<file path="config.mk">
export PLATFORM = sky130hd
export DESIGN_NAME = pdp8l_memseq_flat
export DESIGN_NICKNAME = d
export VERILOG_FILES = /design/src/rtl/pdp8l_mem_pkg.sv /design/src/rtl/pdp8l_memseq_if.sv /design/src/rtl/pdp8l_memseq.sv /design/src/flat_wrapper.sv
export SDC_FILE = /design/constraint.sdc
export NUM_CORES = 1
export LEC_CHECK = 0
export ABC_AREA = 1
export CORE_MARGIN = 1.5
export CORE_UTILIZATION = 41
export DETAILED_ROUTE_END_ITERATION = 6
export PLACE_DENSITY = 0.67
export SLEW_MARGIN = 15
export SYNTH_ARGS = -nofsm -noshare
export SYNTH_HDL_FRONTEND = slang
export SYNTH_SLANG_ARGS = --single-unit
</file>
<file path="constraint.sdc">
create_clock -name CLOCK -period 2.6 [get_ports CLOCK]
set_clock_uncertainty 0.15 [all_clocks]
set_input_delay 0.26 -clock CLOCK [delete_from_list [all_inputs] [get_ports CLOCK]]
set_output_delay 0.26 -clock CLOCK [all_outputs]
set_load 0.02 [all_outputs]
</file>
<file path="src/rtl/pdp8l_mem_pkg.sv">
// Shared types for the PDP-8/L memory cycle sequencer: word width, client
// mode encodings, sequencer states and the modify-stage data path.
package pdp8l_mem_pkg;

  localparam int WORD_W          = 12;
  localparam int TIMEOUT_DEFAULT = 200;

  typedef logic [WORD_W-1:0] word_t;

  typedef enum logic [1:0] {
    MODE_READ  = 2'b00,
    MODE_WRITE = 2'b01,
    MODE_INCR  = 2'b10,
    MODE_CLEAR = 2'b11
  } mode_e;

  typedef enum logic [2:0] {
    ST_IDLE,
    ST_START,
    ST_READ,
    ST_MODIFY,
    ST_WRITE,
    ST_DONE,
    ST_DRAIN,
    ST_ERR
  } state_e;

  // Word written back during the restore half of the core cycle.
  function automatic word_t modify_word(input mode_e m, input word_t rbuf, input word_t wdata);
    word_t w;
    case (m)
      MODE_READ:  w = rbuf;
      MODE_WRITE: w = wdata;
      MODE_INCR:  w = rbuf + word_t'(1);
      default:    w = '0;
    endcase
    return w;
  endfunction

  function automatic logic incr_wraps(input mode_e m, input word_t rbuf);
    return (m == MODE_INCR) && (rbuf == '1);
  endfunction

endpackage

</file>
<file path="src/rtl/pdp8l_memseq_if.sv">
// Client handshake plus memory-controller timing bus of the sequencer.
interface pdp8l_memseq_if;
  import pdp8l_mem_pkg::*;

  logic        req;
  logic [1:0]  mode;
  word_t       addr;
  word_t       wdata;
  logic        busy;
  logic        ack;
  word_t       rdata;
  logic        ovf;
  logic        err;
  logic        memstart;
  logic        select;
  word_t       maddr;
  word_t       mdout;
  logic        memenab;
  logic        strobe;
  logic        cycdone;
  logic        memdone;
  word_t       mdin;

  modport master (
    output req, mode, addr, wdata, memenab, strobe, cycdone, memdone, mdin,
    input  busy, ack, rdata, ovf, err, memstart, select, maddr, mdout
  );

  modport slave (
    input  req, mode, addr, wdata, memenab, strobe, cycdone, memdone, mdin,
    output busy, ack, rdata, ovf, err, memstart, select, maddr, mdout
  );

endinterface

</file>
<file path="src/rtl/pdp8l_memseq.sv">
// PDP-8/L core memory cycle sequencer: one read-modify-write per client
// request, all timing gated by CSTEP, with a per-cycle watchdog.
//
// state  | meaning
// IDLE   | waiting for req with the controller quiet (memenab=0)
// START  | memstart raised for one CSTEP cycle
// READ   | waiting for strobe to capture sense data
// MODIFY | wbuf formed, waiting for cycdone to begin restore
// WRITE  | mdout driven, waiting for memdone
// DONE   | ack with result
// DRAIN  | waiting for memenab=0 before accepting another request
// ERR    | ack with err=1, result registers untouched
module pdp8l_memseq
  import pdp8l_mem_pkg::*;
#(
  parameter int unsigned TIMEOUT = TIMEOUT_DEFAULT
) (
  input  logic          CLOCK,
  input  logic          RESET_N,
  input  logic          CSTEP,
  pdp8l_memseq_if.slave bus
);

  localparam int CW = $clog2(TIMEOUT + 1);
  typedef logic [CW-1:0] cnt_t;
  localparam cnt_t CNT_LIMIT = cnt_t'(TIMEOUT);

  state_e state_q, state_d;
  cnt_t   cnt_q, cnt_d;
  logic   busy_q, busy_d;
  logic   ack_q, ack_d;
  word_t  rdata_q, rdata_d;
  logic   ovf_q, ovf_d;
  logic   err_q, err_d;
  logic   select_q, select_d;
  word_t  maddr_q, maddr_d;
  word_t  mdout_q, mdout_d;
  mode_e  mode_q, mode_d;
  word_t  wdata_q, wdata_d;
  word_t  rbuf_q, rbuf_d;

  cnt_t   cnt_inc;
  logic   timeout_hit;

  always_ff @(posedge CLOCK or negedge RESET_N) begin
    if (!RESET_N) begin
      state_q  <= ST_IDLE;
      cnt_q    <= '0;
      busy_q   <= 1'b0;
      ack_q    <= 1'b0;
      rdata_q  <= '0;
      ovf_q    <= 1'b0;
      err_q    <= 1'b0;
      select_q <= 1'b0;
      maddr_q  <= '0;
      mdout_q  <= '0;
      mode_q   <= MODE_READ;
      wdata_q  <= '0;
      rbuf_q   <= '0;
    end else begin
      state_q  <= state_d;
      cnt_q    <= cnt_d;
      busy_q   <= busy_d;
      ack_q    <= ack_d;
      rdata_q  <= rdata_d;
      ovf_q    <= ovf_d;
      err_q    <= err_d;
      select_q <= select_d;
      maddr_q  <= maddr_d;
      mdout_q  <= mdout_d;
      mode_q   <= mode_d;
      wdata_q  <= wdata_d;
      rbuf_q   <= rbuf_d;
    end
  end

  always_comb begin
    state_d     = state_q;
    cnt_d       = cnt_q;
    busy_d      = busy_q;
    ack_d       = 1'b0;
    rdata_d     = rdata_q;
    ovf_d       = ovf_q;
    err_d       = err_q;
    select_d    = select_q;
    maddr_d     = maddr_q;
    mdout_d     = mdout_q;
    mode_d      = mode_q;
    wdata_d     = wdata_q;
    rbuf_d      = rbuf_q;
    cnt_inc     = cnt_q + cnt_t'(1);
    timeout_hit = (cnt_inc >= CNT_LIMIT);

    if (CSTEP) begin
      unique case (state_q)
        ST_IDLE: begin
          if (bus.req && !bus.memenab) begin
            mode_d   = mode_e'(bus.mode);
            wdata_d  = bus.wdata;
            maddr_d  = bus.addr;
            select_d = 1'b1;
            busy_d   = 1'b1;
            cnt_d    = '0;
            state_d  = ST_START;
          end
        end
        ST_START: begin
          cnt_d   = cnt_inc;
          state_d = timeout_hit ? ST_ERR : ST_READ;
        end
        ST_READ: begin
          cnt_d = cnt_inc;
          if (timeout_hit) begin
            state_d = ST_ERR;
          end else if (bus.strobe) begin
            rbuf_d  = bus.mdin;
            state_d = ST_MODIFY;
          end else if (bus.cycdone) begin
            // restore began without a strobe: sense data was lost
            state_d = ST_ERR;
          end
        end
        ST_MODIFY: begin
          cnt_d = cnt_inc;
          if (timeout_hit) begin
            state_d = ST_ERR;
          end else if (bus.cycdone) begin
            mdout_d = modify_word(mode_q, rbuf_q, wdata_q);
            state_d = ST_WRITE;
          end
        end
        ST_WRITE: begin
          cnt_d = cnt_inc;
          if (bus.memdone) begin
            mdout_d = '0;
            state_d = ST_DONE;
          end else if (timeout_hit) begin
            state_d = ST_ERR;
          end
        end
        ST_DONE: begin
          ack_d   = 1'b1;
          rdata_d = rbuf_q;
          ovf_d   = incr_wraps(mode_q, rbuf_q);
          err_d   = 1'b0;
          cnt_d   = '0;
          state_d = ST_DRAIN;
        end
        ST_ERR: begin
          ack_d   = 1'b1;
          ovf_d   = 1'b0;
          err_d   = 1'b1;
          cnt_d   = '0;
          state_d = ST_DRAIN;
        end
        ST_DRAIN: begin
          if (!bus.memenab) begin
            busy_d   = 1'b0;
            select_d = 1'b0;
            maddr_d  = '0;
            state_d  = ST_IDLE;
          end
        end
        default: state_d = ST_IDLE;
      endcase
    end

    // Release the bank as soon as a failure is decided, not a cycle later.
    if (state_d == ST_ERR && state_q != ST_ERR) begin
      select_d = 1'b0;
      mdout_d  = '0;
    end
  end

  assign bus.busy     = busy_q;
  assign bus.ack      = ack_q;
  assign bus.rdata    = rdata_q;
  assign bus.ovf      = ovf_q;
  assign bus.err      = err_q;
  assign bus.memstart = (state_q == ST_START);
  assign bus.select   = select_q;
  assign bus.maddr    = maddr_q;
  assign bus.mdout    = mdout_q;

endmodule

</file>
<file path="src/flat_wrapper.sv">
// flat-port wrapper written by rule: the top's interface ports become plain ports
module pdp8l_memseq_flat import pdp8l_mem_pkg::*;
#(
  parameter int unsigned TIMEOUT = TIMEOUT_DEFAULT
)
  (CLOCK, RESET_N, CSTEP, bus_req, bus_mode, bus_addr, bus_wdata, bus_memenab, bus_strobe, bus_cycdone, bus_memdone, bus_mdin, bus_busy, bus_ack, bus_rdata, bus_ovf, bus_err, bus_memstart, bus_select, bus_maddr, bus_mdout);
  pdp8l_memseq_if bus_i ();
  input  logic CLOCK;
  input  logic RESET_N;
  input  logic CSTEP;
  input wire logic [$bits(bus_i.req)-1:0] bus_req;
  input wire logic [$bits(bus_i.mode)-1:0] bus_mode;
  input wire logic [$bits(bus_i.addr)-1:0] bus_addr;
  input wire logic [$bits(bus_i.wdata)-1:0] bus_wdata;
  input wire logic [$bits(bus_i.memenab)-1:0] bus_memenab;
  input wire logic [$bits(bus_i.strobe)-1:0] bus_strobe;
  input wire logic [$bits(bus_i.cycdone)-1:0] bus_cycdone;
  input wire logic [$bits(bus_i.memdone)-1:0] bus_memdone;
  input wire logic [$bits(bus_i.mdin)-1:0] bus_mdin;
  output wire logic [$bits(bus_i.busy)-1:0] bus_busy;
  output wire logic [$bits(bus_i.ack)-1:0] bus_ack;
  output wire logic [$bits(bus_i.rdata)-1:0] bus_rdata;
  output wire logic [$bits(bus_i.ovf)-1:0] bus_ovf;
  output wire logic [$bits(bus_i.err)-1:0] bus_err;
  output wire logic [$bits(bus_i.memstart)-1:0] bus_memstart;
  output wire logic [$bits(bus_i.select)-1:0] bus_select;
  output wire logic [$bits(bus_i.maddr)-1:0] bus_maddr;
  output wire logic [$bits(bus_i.mdout)-1:0] bus_mdout;
  assign bus_i.req = bus_req;
  assign bus_i.mode = bus_mode;
  assign bus_i.addr = bus_addr;
  assign bus_i.wdata = bus_wdata;
  assign bus_i.memenab = bus_memenab;
  assign bus_i.strobe = bus_strobe;
  assign bus_i.cycdone = bus_cycdone;
  assign bus_i.memdone = bus_memdone;
  assign bus_i.mdin = bus_mdin;
  assign bus_busy = bus_i.busy;
  assign bus_ack = bus_i.ack;
  assign bus_rdata = bus_i.rdata;
  assign bus_ovf = bus_i.ovf;
  assign bus_err = bus_i.err;
  assign bus_memstart = bus_i.memstart;
  assign bus_select = bus_i.select;
  assign bus_maddr = bus_i.maddr;
  assign bus_mdout = bus_i.mdout;
  pdp8l_memseq #(.TIMEOUT(TIMEOUT)) u_core (.CLOCK(CLOCK), .RESET_N(RESET_N), .CSTEP(CSTEP), .bus(bus_i));
endmodule
</file>
**After elaboration in Yosys (flattened, before gate mapping)**

Cells that the tools add are included.

- Input bits: 46
- Logic and storage cells: 91
- Output and inout port bits: 42
- Flip-flop bits (word level): 78

- Add/subtract/negate cells: 2
- Bitwise operators: 1
- Reductions and logical operators: 22
- Equal/unequal tests: 19
- Mux-type cells: 33
- Magnitude comparators: 1

Operators with widths:

| kind | count |
|---|---|
| $mux 12 | 7 |
| $pmux 12 s2 | 2 |
| $pmux 12 s3 | 1 |
| $mux 3 | 11 |
| $pmux 8 s3 | 1 |
| $pmux 3 s7 | 1 |
| $eq 3x3->1 const B | 5 |
| $add 12x1->12 const B | 1 |
| $eq 12x12->1 const B | 1 |
| $reduce_and 4->1 | 3 |
| $ne 3x2->1 const B | 3 |
| $reduce_bool 3->1 | 3 |
| $add 8x1->8 const B | 1 |
| $ge 8x8->1 const B | 1 |
| $mux 8 | 1 |
| $eq 3x2->1 const B | 2 |
| $mux 1 | 6 |
| $ne 3x3->1 const B | 2 |
| $pmux 1 s2 | 3 |
| $reduce_and 3->1 | 2 |
| $reduce_bool 2->1 | 3 |
| $reduce_and 5->1 | 1 |
| $reduce_and 2->1 | 2 |
| $reduce_or 4->1 | 1 |
| 12 further kinds | 14 |

**Longest topological paths before layout**

- Word-level depth: 10
- Depth in mapped cells: 16
- Mapped depth without buffers: 15

**Worst setup path after synthesis**

No wires, ideal clock.

- Kind: reg-to-reg
- Start point: reg u_core.cnt_q[1]
- End point: reg u_core.mdout_q[2], in the netlist u_core.bus.mdout[2]
- Cell stages (with the launch flop): 16
- Required time: 2.327 ns
- Path slack: 0.505 ns
- Clock period less this slack: 2.095 ns
- Path buffers: 1
- Setup time: 0.123 ns
- Arrival: 1.823 ns
- Cell sequence: dfrtp_1 > ha_1 > nand3_2 > o21bai_2 > nand2_2 > nor2_4 > nand2_4 > nand2_4 > nand2_4 > nand2_2 > nand2_2 > nand3_2 > nand3_2 > nor2_4 > buf_12 > a21oi_2

- Word-level cells in the longest chain between the ends: 10
- Elaborated cells on any way between the ends: 18
- Those cells by class: 1 x add/sub; 1 x order compare; 4 x eq/ne; 8 x mux; 4 x reduce/logical

Ends and longest elaborated chain:

| what | RTL line | source |
|---|---|---|
| from (decl) | pdp8l_memseq.sv:29 | `cnt_t cnt_q, cnt_d;` |
| from (signal assigned) | pdp8l_memseq.sv:62 | `cnt_q <= cnt_d;` |
| $add 8x1->8 * | pdp8l_memseq.sv:91 | `cnt_inc = cnt_q + cnt_t'(1);` |
| $ge 8x8->1 * | pdp8l_memseq.sv:92 | `timeout_hit = (cnt_inc >= CNT_LIMIT);` |
| $mux 3 | pdp8l_memseq.sv:137 | `end else if (timeout_hit) begin` |
| $mux 3 | pdp8l_memseq.sv:134 | `if (bus.memdone) begin` |
| $pmux 3 s7 | pdp8l_memseq.sv:95 | `unique case (state_q)` |
| $mux 3 | pdp8l_memseq.sv:94 | `if (CSTEP) begin` |
| $eq 3x3->1 | pdp8l_memseq.sv:169 | `if (state_d == ST_ERR && state_q != ST_ERR) begin` |
| $logic_and 1x1->1 | pdp8l_memseq.sv:169 |  |
| $ne 3x3->1 (no line), or another cell as far along | - |  |
| $reduce_and 5->1 (no line) | - |  |
| to (signal assigned) | pdp8l_memseq.sv:70 | `mdout_q <= mdout_d;` |
| to (decl) | pdp8l_memseq.sv:37 | `word_t mdout_q, mdout_d;` |

Every way passes the cells marked *; elsewhere a longest branch is shown, timed or not.
A chain may end at the register's enable or synchronous reset.

**Worst setup path in the final report**

- Start point: reg u_core.cnt_q[1]
- End point: reg u_core.mdout_q[6], in the netlist u_core.bus.mdout[6]

The elaborated chain is that of the path after synthesis.

==> impl_results.md <==
- Outcome: complete, no violations
- Die X: 101 µm
- Diode count: 0
- Post-synth EDFFs: 0
- # setup viols final: 0
- Total core area: 0.00928 mm²
- Post-synthesis instance area: 0.00394 mm²
- RePlAce Congestion: 0.932
- Internal power: 3300 µW
- Worst vdd ir: 0.000442 V
- CTS tree: built
- Initial antenna violation count: 0
- Final WL: 9.55 mm
- Total negative slack: 0 ns
- Layout Utilization: 56.1%
- Logic pwr share: 48.2%
- Vias: 3,404
- Final non-filler cell total: 685
- Cts repair resizes: 0
- Post-synthesis adder-cell area fraction: 0.953%
- Vias in the first global route: 3,239
- Tcrit/Tclk final: 91.4%
- First-pass GRT wire length: 15.6 mm
- Met2 WL: 4.26 mm
- RSZ-0062 raised after global routing: no
- Synth top area cells: dfrtp_1, nand2_1, inv_1
- Relative slew slack: 34.9%
- IO Count: 88
- Fmax: 421 MHz
- Final Slew Violations: 0
- Met3 Wirelength: 462 µm
- Top-area cell type share of the netlist area: 49.5%
- Area growth syn-to-layout: 32.2%
- Nets: 601
- Die Span Y: 101 µm
- Fillcell total: 910
- Crit Path Class: register to register
- Clk buf depth: 2
- Avg WL per Cell: 13.9 µm
- Drt first pass iters: 5
- Cell variety after synth: 41
- HP Class: input pin to register
- Synthesized Nets: 504
- Total track usage: 19.5%
- Slew @ Worst Pin: 0.976 ns
- Psw: 2350 µW
- Mapped Cells: 455
- Asr flop ratio synth: 100%
- Initial Util: 42.4%
- Largest net degree at the start of global routing: 79
- Largest family of logic cells by synthesized area: simple AND/OR/NAND/NOR gates
- Share of power burned in registers: 36.1%
- Post-synthesis simple-gate area fraction: 21.1%
- Synth warn: 0
- DP Wirelength: 6.96 mm
- CP endpoint kind: register
- Crit-path max FO: 9
- Synth cell count leaders: nand2_1, dfrtp_1, inv_1
- Mux share of post-synthesis cell area: 0%
- CTS root buf: clkbuf_8
- Placed insts: 664
- Post-synthesis register bit count: 78
- Std-Cell Rows: 35
- Syn Area/Cell: 8.66 µm²
- First DRT Iteration DRCs: 241
- DIE AREA: 0.0102 mm²
- Clock Latency Late Sink: 0.34 ns
- Design area: 0.00521 mm²
- Total gr overflow: 0
- Clock-pin slew on the worst setup and hold paths: 0.08 ns
- Critical Path AT: 2.46 ns
- DR vias/cell: 4.97
- Clock power frac: 15.7%
- Worst EP required: 2.68 ns
- Port bufs: 87
- Share of cells above drive strength 1: 12.8%
- CTS buffer count: 9
- Count leader, synth: nand2_1
- Post-synthesis compound-gate area fraction: 20.2%
- Clock sinks: 78
- Synth Area in XOR/XNOR: 0%
- H-tree depth: 3
- CP startpoint kind: register
- Placed cell areas: 0.00495 mm²
- Post-synth top area cell: dfrtp_1
- Leak: 0.00237 µW
- Antenna-violating nets left: 0
- Pwr per Cell Area: 1080 mW/mm²
- Sequential area share after synthesis: 49.5%
- Post-layout min period: 2.38 ns
- DR DRC count: 0
- Prevailing post-synth register cell: dfrtp_1
- Switching share of power: 41.6%
- Hold Fails Final Rpt: 0
- Top sig layer: met4
- Met1 WL: 4.66 mm
- Hold slack: 0.299 ns
- Max-capacitance violation count: 0
-- registers in the layout, indices dropped and copies added, names as in the netlist --
| register | cells |
|---|---|
| u_core.bus.select | 1 |
| u_core.bus.busy | 1 |
| u_core.bus.mdout | 12 |
| u_core.cnt_q | 8 |
| u_core.state_q | 3 |
| u_core.rbuf_q | 12 |
| u_core.wdata_q | 12 |
| u_core.mode_q | 2 |
| u_core.bus.ack | 1 |
| u_core.bus.maddr | 12 |
| u_core.bus.rdata | 12 |
| u_core.bus.ovf | 1 |
| u_core.bus.err | 1 |
-- per-stage QoR --
| stage | total power (µW) | setup slack, ns |
|---|---|---|
| final | 5650 | 0.223 |
| after global placement | 4660 | 0.243 |
| after detailed placement | 4680 | 0.123 |
| after CTS | 5600 | 0.0922 |
| after global routing | 6060 | 0.0335 |
| after floorplan | 3700 | 0.505 |
-- path summary, 6_finish.rpt --
kind | start | end | slack [ns] | cells after the start
setup / recovery | u_core.cnt_q[1]$_DFFE_PN0P_ | u_core.bus.mdout[6]$_DFFE_PN0P_ | 0.22 | 15
hold / removal | bus_wdata[6] | u_core.wdata_q[6]$_DFFE_PN0P_ | 0.30 | 3
setup reg to reg | u_core.cnt_q[1]$_DFFE_PN0P_ | u_core.bus.mdout[6]$_DFFE_PN0P_ | 0.22 | 15
hold reg to reg | u_core.bus.rdata[10]$_DFFE_PN0P_ | u_core.bus.rdata[10]$_DFFE_PN0P_ | 0.34 | 2
max in group asynchronous | RESET_N | u_core.bus.maddr[8]$_DFFE_PN0P_ | 1.21 | 2
min in group asynchronous | RESET_N | u_core.wdata_q[5]$_DFFE_PN0P_ | 0.47 | 2
-- cell families after synthesis --
kind of cell / count (synthesis)
flip-flops: 78
AND/OR/NAND/NOR: 179
buffers and inverters: 75
adder cells (fa/ha/maj): 3
AO/OA/AOI/OAI: 120
-- metal layers --
| metal | GRT usage, % | up-vias |
|---|---|---|
| li1 | - | 1701 |
| met1 | 28.7 | 1581 |
| met2 | 28.6 | 107 |
| met3 | 3.26 | 15 |
| met4 | 8.01 | 0 |
| met5 | 0 | - |
-- critical path, stage by stage, from the launching register on --
cell and delay [ns]:
dfrtp_1 0.45, ha_1 0.26, nand3_2 0.12, o21bai_2 0.16
nand2_2 0.09, nor2_4 0.13, nand2_4 0.09, nand2_4 0.08
nand2_4 0.05, nand2_2 0.06, nand2_2 0.05, nand3_2 0.06
nand3_2 0.08, nor2_4 0.20, buf_12 0.16, a21oi_2 0.05
-- cell type report --
| cell class | count | area (µm²) | share of cell area (%) |
|---|---|---|---|
| clock buffer | 11 | 141 | 2.71 |
| tap | 129 | 161 | 3.10 |
| sequential | 78 | 1950 | 37.5 |
| multi-input combinational | 302 | 1670 | 32.0 |
| inverter | 60 | 225 | 4.32 |
| clock inverter | 4 | 47.5 | 0.913 |
| timing repair buffer | 101 | 1010 | 19.5 |
-- power by group through the flow --
| stage | clock [µW] | sequential (µW) | combinational [µW] |
|---|---|---|---|
| after floorplan | 0 | 2260 | 1430 |
| after global placement | 0 | 2050 | 2610 |
| after detailed placement | 0 | 2050 | 2630 |
| after CTS | 912 | 2040 | 2650 |
| after global routing | 964 | 2100 | 3000 |
| final | 887 | 2040 | 2720 |
-- placed cells by master, fill, tap and decap left out, types with 4 or more instances in the layout --
cell type and n:
clkbuf_8 10, o21ai_1 5, nand2_1 96, nand3_2 4, inv_2 7, o221ai_1 5
o211ai_1 4, nor2_1 38, clkdlybuf4s50_1 86, dfrtp_1 78, a21oi_2 13, a21oi_1 23
a22o_1 20, nand2_2 4, nand2_4 4, o21ai_0 36, nand3_1 14, buf_4 11
inv_1 53, nand4_1 5
-- repair_timing --
action                                 4_1_cts  5_1_grt
setup endpoints to repair                    0       13
endpoints found under the hold margin       78        0
hold buffers                                 1        0
setup buffers                                0        5
Note: power is estimated with default switching activity, not from simulation.
